### src/rtl/mult_div_unit.sv
// mult_div_unit
// Iterative signed multiply/divide unit holding the MIPS HI/LO registers.
// MULT and DIV both take a fixed WIDTH+1 clocks from the accepting edge to
// the edge that writes HI/LO and pulses done.
//
// Ports:
//   clk      - system clock, rising edge
//   rst      - asynchronous active-low reset
//   start    - request pulse, only looked at while idle
//   op       - 0 = signed multiply, 1 = signed divide
//   a        - rs operand (multiplicand / dividend)
//   b        - rt operand (multiplier / divisor)
//   busy     - high while an operation is in flight
//   done     - one-cycle completion pulse
//   div_zero - last accepted divide had a zero divisor
//   hi, lo   - HI and LO result registers
module mult_div_unit #(
    parameter int WIDTH = 32
) (
    input  logic             clk,
    input  logic             rst,
    input  logic             start,
    input  logic             op,
    input  logic [WIDTH-1:0] a,
    input  logic [WIDTH-1:0] b,
    output logic             busy,
    output logic             done,
    output logic             div_zero,
    output logic [WIDTH-1:0] hi,
    output logic [WIDTH-1:0] lo
);

    localparam int CW = (WIDTH > 1) ? $clog2(WIDTH) : 1;

    typedef enum logic [1:0] {
        IDLE,
        MULT,
        DIV,
        FINISH
    } state_t;

    state_t           state;
    logic [CW-1:0]    count;
    logic             op_q;
    logic             neg_a;
    logic             neg_b;
    logic             dz_pending;
    logic [WIDTH-1:0] operand;
    logic [WIDTH-1:0] work_hi;
    logic [WIDTH-1:0] work_lo;

    logic [WIDTH-1:0]   mag_a;
    logic [WIDTH-1:0]   mag_b;
    logic [WIDTH:0]     mult_sum;
    logic [WIDTH:0]     div_shift;
    logic               div_ge;
    logic [WIDTH-1:0]   div_sub;
    logic [2*WIDTH-1:0] prod_mag;
    logic [2*WIDTH-1:0] prod_signed;
    logic [WIDTH-1:0]   quot_signed;
    logic [WIDTH-1:0]   rem_signed;

    // Per-iteration arithmetic and final sign correction.
    // work_hi:work_lo is the shared working pair: for MULT it is the
    // partial product with the multiplier shifting out the bottom, for DIV
    // it is the partial remainder with the dividend shifting out the top
    // and quotient bits shifting in at the bottom. 'operand' holds the
    // multiplicand or divisor magnitude. The remainder is always below the
    // divisor, so the subtraction only needs the low WIDTH bits.
    always_comb begin
        mag_a       = a[WIDTH-1] ? -a : a;
        mag_b       = b[WIDTH-1] ? -b : b;
        mult_sum    = {1'b0, work_hi} + (work_lo[0] ? {1'b0, operand} : '0);
        div_shift   = {work_hi, work_lo[WIDTH-1]};
        div_ge      = (div_shift >= {1'b0, operand});
        div_sub     = div_shift[WIDTH-1:0] - operand;
        prod_mag    = {work_hi, work_lo};
        prod_signed = (neg_a ^ neg_b) ? -prod_mag : prod_mag;
        quot_signed = (neg_a ^ neg_b) ? -work_lo : work_lo;
        rem_signed  = neg_a ? -work_hi : work_hi;
    end

    // Control FSM and datapath registers.
    // A zero divisor skips straight to FINISH so done follows one clock
    // after the accepting edge without touching HI/LO. The overflow case
    // (most-negative / -1) needs no special handling: its magnitude
    // quotient negates back onto itself.
    always_ff @(posedge clk or negedge rst) begin
        if (!rst) begin
            state      <= IDLE;
            count      <= '0;
            op_q       <= 1'b0;
            neg_a      <= 1'b0;
            neg_b      <= 1'b0;
            dz_pending <= 1'b0;
            operand    <= '0;
            work_hi    <= '0;
            work_lo    <= '0;
            busy       <= 1'b0;
            done       <= 1'b0;
            div_zero   <= 1'b0;
            hi         <= '0;
            lo         <= '0;
        end else begin
            done <= 1'b0;
            case (state)
                IDLE: begin
                    if (start) begin
                        op_q       <= op;
                        neg_a      <= a[WIDTH-1];
                        neg_b      <= b[WIDTH-1];
                        operand    <= op ? mag_b : mag_a;
                        work_lo    <= op ? mag_a : mag_b;
                        work_hi    <= '0;
                        count      <= '0;
                        div_zero   <= 1'b0;
                        busy       <= 1'b1;
                        dz_pending <= op && (b == '0);
                        if (!op)
                            state <= MULT;
                        else if (b == '0)
                            state <= FINISH;
                        else
                            state <= DIV;
                    end
                end
                MULT: begin
                    work_hi <= mult_sum[WIDTH:1];
                    work_lo <= {mult_sum[0], work_lo[WIDTH-1:1]};
                    count   <= count + CW'(1);
                    if (count == CW'(WIDTH - 1))
                        state <= FINISH;
                end
                DIV: begin
                    if (div_ge) begin
                        work_hi <= div_sub;
                        work_lo <= {work_lo[WIDTH-2:0], 1'b1};
                    end else begin
                        work_hi <= div_shift[WIDTH-1:0];
                        work_lo <= {work_lo[WIDTH-2:0], 1'b0};
                    end
                    count <= count + CW'(1);
                    if (count == CW'(WIDTH - 1))
                        state <= FINISH;
                end
                FINISH: begin
                    busy  <= 1'b0;
                    done  <= 1'b1;
                    state <= IDLE;
                    if (dz_pending) begin
                        div_zero <= 1'b1;
                    end else if (op_q) begin
                        lo <= quot_signed;
                        hi <= rem_signed;
                    end else begin
                        {hi, lo} <= prod_signed;
                    end
                end
                default: state <= IDLE;
            endcase
        end
    end

endmodule

### config.mk
export PLATFORM = sky130hd
export DESIGN_NAME = mult_div_unit
export DESIGN_NICKNAME = d
export VERILOG_FILES = /design/src/rtl/mult_div_unit.sv
export SDC_FILE = /design/constraint.sdc
export NUM_CORES = 1
export LEC_CHECK = 0
export ABC_CLOCK_PERIOD_IN_PS = 8200
export CORE_ASPECT_RATIO = 1.1
export CORE_MARGIN = 4
export CORE_UTILIZATION = 42
export DETAILED_ROUTE_END_ITERATION = 16
export PLACE_DENSITY = 0.61
export SYNTH_ARGS = -nofsm -noshare
export SYNTH_HDL_FRONTEND = slang
export SYNTH_SLANG_ARGS = --single-unit
### constraint.sdc
create_clock -name clk -period 8.2 [get_ports clk]
set_input_delay 2.46 -clock clk [delete_from_list [all_inputs] [get_ports clk]]
set_output_delay 2.46 -clock clk [all_outputs]
set_load 0.03 [all_outputs]
==> results.py <==
metrics = {
    "outcome": {
        "outcome": "complete, no violations",
    },
    "layout": {
        "area_delta_synth_final_pct": 15.13,
        "final_area_sq_um": 16400,
        "fillCellCount": 3317,
        "stdcell_count": 2296,
        "utilization": 0.4915,
        "final_nets": 1995,
        "antennaDiodeCount": 0,
        "drive_gt1_frac": 0.04024,
    },
    "clock_tree": {
        "cts_tree": "yes",
        "cts_setup_buffers": 0,
        "clock_path_buffers": 2,
        "holdBufCountCts": 0,
        "cts_sinks": 174,
        "clkLatencyLatePin_ps": 450,
        "cts_resized": 0,
        "clk_pin_slew_ps": 70,
        "numCtsBuffers": 17,
        "root_buffer": "clkbuf_16",
        "h-tree-depth": 4,
    },
    "global_route": {
        "grt_pass1_vias": 12836,
        "grt_pass1_wl_mm": 70.47,
        "grt_max_degree": 129,
        "grt-ovfl-total": 0,
        "gr-usage-all-layers": 0.2379,
        "antenna_found_initial": 0,
    },
    "floorplan": {
        "rows": 70,
        "die_h_um": 201.2,
        "io_pins": 135,
        "dieArea_sq_um": 36930,
        "design.core.area_sq_um": 33370,
        "initial_core_util": 0.4269,
        "die_x_um": 183.6,
    },
    "yosys": {
        "synth.most_common_cell": "nand2_1",
        "synth_top_area_frac": 0.3056,
        "ys_top_cells_by_area": "dfrtp_1, o21ai_0, ha_1",
        "synth_common_cells": "nand2_1, o21ai_0, dfrtp_1",
        "netlist_instances": 1793,
        "syn_nets": 1937,
        "yosys_warnings": 0,
        "syn-mean-instance-area_sq_um": 7.945,
        "async_flop_share": 1.000,
        "synth_area_sq_um": 14250,
        "synth_edf_count": 0,
        "ys.flop_type": "dfrtp_1",
        "yosysUniqueCellTypes": 73,
        "synth_seq_cells": 174,
        "synth_top_cell_by_area": "dfrtp_1",
        "synth_seq_area_share": 0.3056,
    },
    "timing": {
        "whs_ps": 477.4,
        "max_slew_margin": 0.1557,
        "rsz0062_at_grt": "false",
        "final-setup-viol-count": 0,
        "fin_crit_ps": 5234,
        "finClkSkew_ps": 18.51,
        "worstMarginPinSlew_ps": 1263,
        "fin_tns_setup_ps": 0,
        "max_freq_mhz": 191.0,
        "slew_violations": 0,
        "post-route-period-util": 0.6383,
        "final-hold-violation-count": 0,
    },
    "worst_setup_path": {
        "cp-start-kind": "input port",
        "cp_data_required_time_ps": 8530,
        "crit_type": "input port to register",
        "end_kind": "register",
        "cp_max_fo": 4,
        "crit_arrival_ps": 5570,
    },
    "power_and_ir_drop": {
        "p_per_area_nw_per_um2": 390.9,
        "leakage_nw": 7.054,
        "ir_drop_mv": 0.2329,
    },
    "place": {
        "port_buffers": 134,
        "place.gp.congestion": 0.9301,
        "placed_area_sq_um": 15810,
        "dp_hpwl_mm": 34.66,
        "dp_cells": 2264,
    },
    "detailed_routing": {
        "drc_errors": 0,
        "drt-total-wl_mm": 44.86,
        "routed_via_density": 5.864,
        "initialDrtViolationCount": 1162,
        "vias": 13463,
        "wire_per_inst_um": 19.54,
        "dr.pass1.iters": 5,
        "drtAntennaViolNets": 0,
    },
    "min_path": {
        "hp-class": "register to register",
    },
    "flow_run": {
        "max_cap_violations": 0,
    },
}
worst max-delay path: stages:
cell	delay, ps
clkdlybuf4s50_1	460
or4_4	570
nor4_1	430
nand4_1	220
or4_1	530
o21ai_0	260
xor2_1	230
o21ai_0	110
mux2_2	300
path summary, 6_finish.rpt:
| path | start | end | slack, ps | cells after the start |
|---|---|---|---|---|
| worst min-delay path | operand[6] | operand[6] | 480 | 1 |
| min in group asynchronous | rst | hi[23] | 1950 | 1 |
| worst max-delay path | a[4] | operand[27] | 2970 | 9 |
| max in group asynchronous | rst | count[0] | 4920 | 2 |
| worst max register to register | work_hi[21] | work_hi[3] | 4010 | 11 |
| worst min register to register | operand[6] | operand[6] | 480 | 1 |
through the flow:
stage / setup slack, ps / total power (W)
global placement: 2635 / 0.005526
CTS: 2973 / 0.006426
detailed placement: 2507 / 0.005590
finish: 2966 / 0.006412
global route: 2724 / 0.006924
floorplan: 3492 / 0.004364
placed cells by master (no fill, tap or decap), types with 25 or more instances in the layout:
| cell | instances |
|---|---|
| a21o_1 | 40 |
| a21oi_1 | 142 |
| a22oi_1 | 39 |
| clkdlybuf4s50_1 | 132 |
| dfrtp_1 | 174 |
| ha_1 | 74 |
| inv_1 | 72 |
| mux2i_1 | 25 |
| nand2_1 | 213 |
| nand3_1 | 27 |
| nor2_1 | 153 |
| nor3_1 | 32 |
| o21ai_0 | 196 |
| o31ai_1 | 31 |
| xnor2_1 | 103 |
| xor2_1 | 69 |
cell families (layout without fill, tap and decap cells):
kind of cell	Yosys count	after routing	synth area share
adder cells (fa/ha/maj)	76	76	0.06780
AO/OA/AOI/OAI	613	613	0.2715
buffers and inverters	181	252	0.04910
flip-flops	174	174	0.3056
multiplexers	29	29	0.02073
AND/OR/NAND/NOR	548	548	0.1795
XOR/XNOR	172	172	0.1057
where the power goes:
group          internal, W  switching [W]
Combinational      0.00154        0.00246
Sequential         0.00120       0.000392
Clock             0.000439       0.000383
layer usage:
layer	part of all wire	GRT usage	wire length (um)	vias to the layer above
met5	0	0	0	-
met4	0.048	0.1091	2171	0
met3	0.047	0.02893	2108	77
met2	0.48	0.3924	21360	430
met1	0.43	0.3114	19220	6374
li1	-	-	-	6582
sequential cells by signal, indices dropped and copies added (netlist names), 2 cells and up:
register  flops
work_lo      32
operand      32
work_hi      32
hi           32
lo           32
count         5
state         2
layout make-up:
cell class	count	area, sq um	share of cell area
multi-input cells	1438	9204	0.5611
flip-flops and latches	174	4354	0.2655
repair buffers	147	1438	0.08765
well taps	432	540.5	0.03295
clock buffers	19	442.9	0.02700
inverters	73	274.0	0.01671
clock inverters	13	148.9	0.009078
No activity file was read; power rests on OpenSTA's default activity.
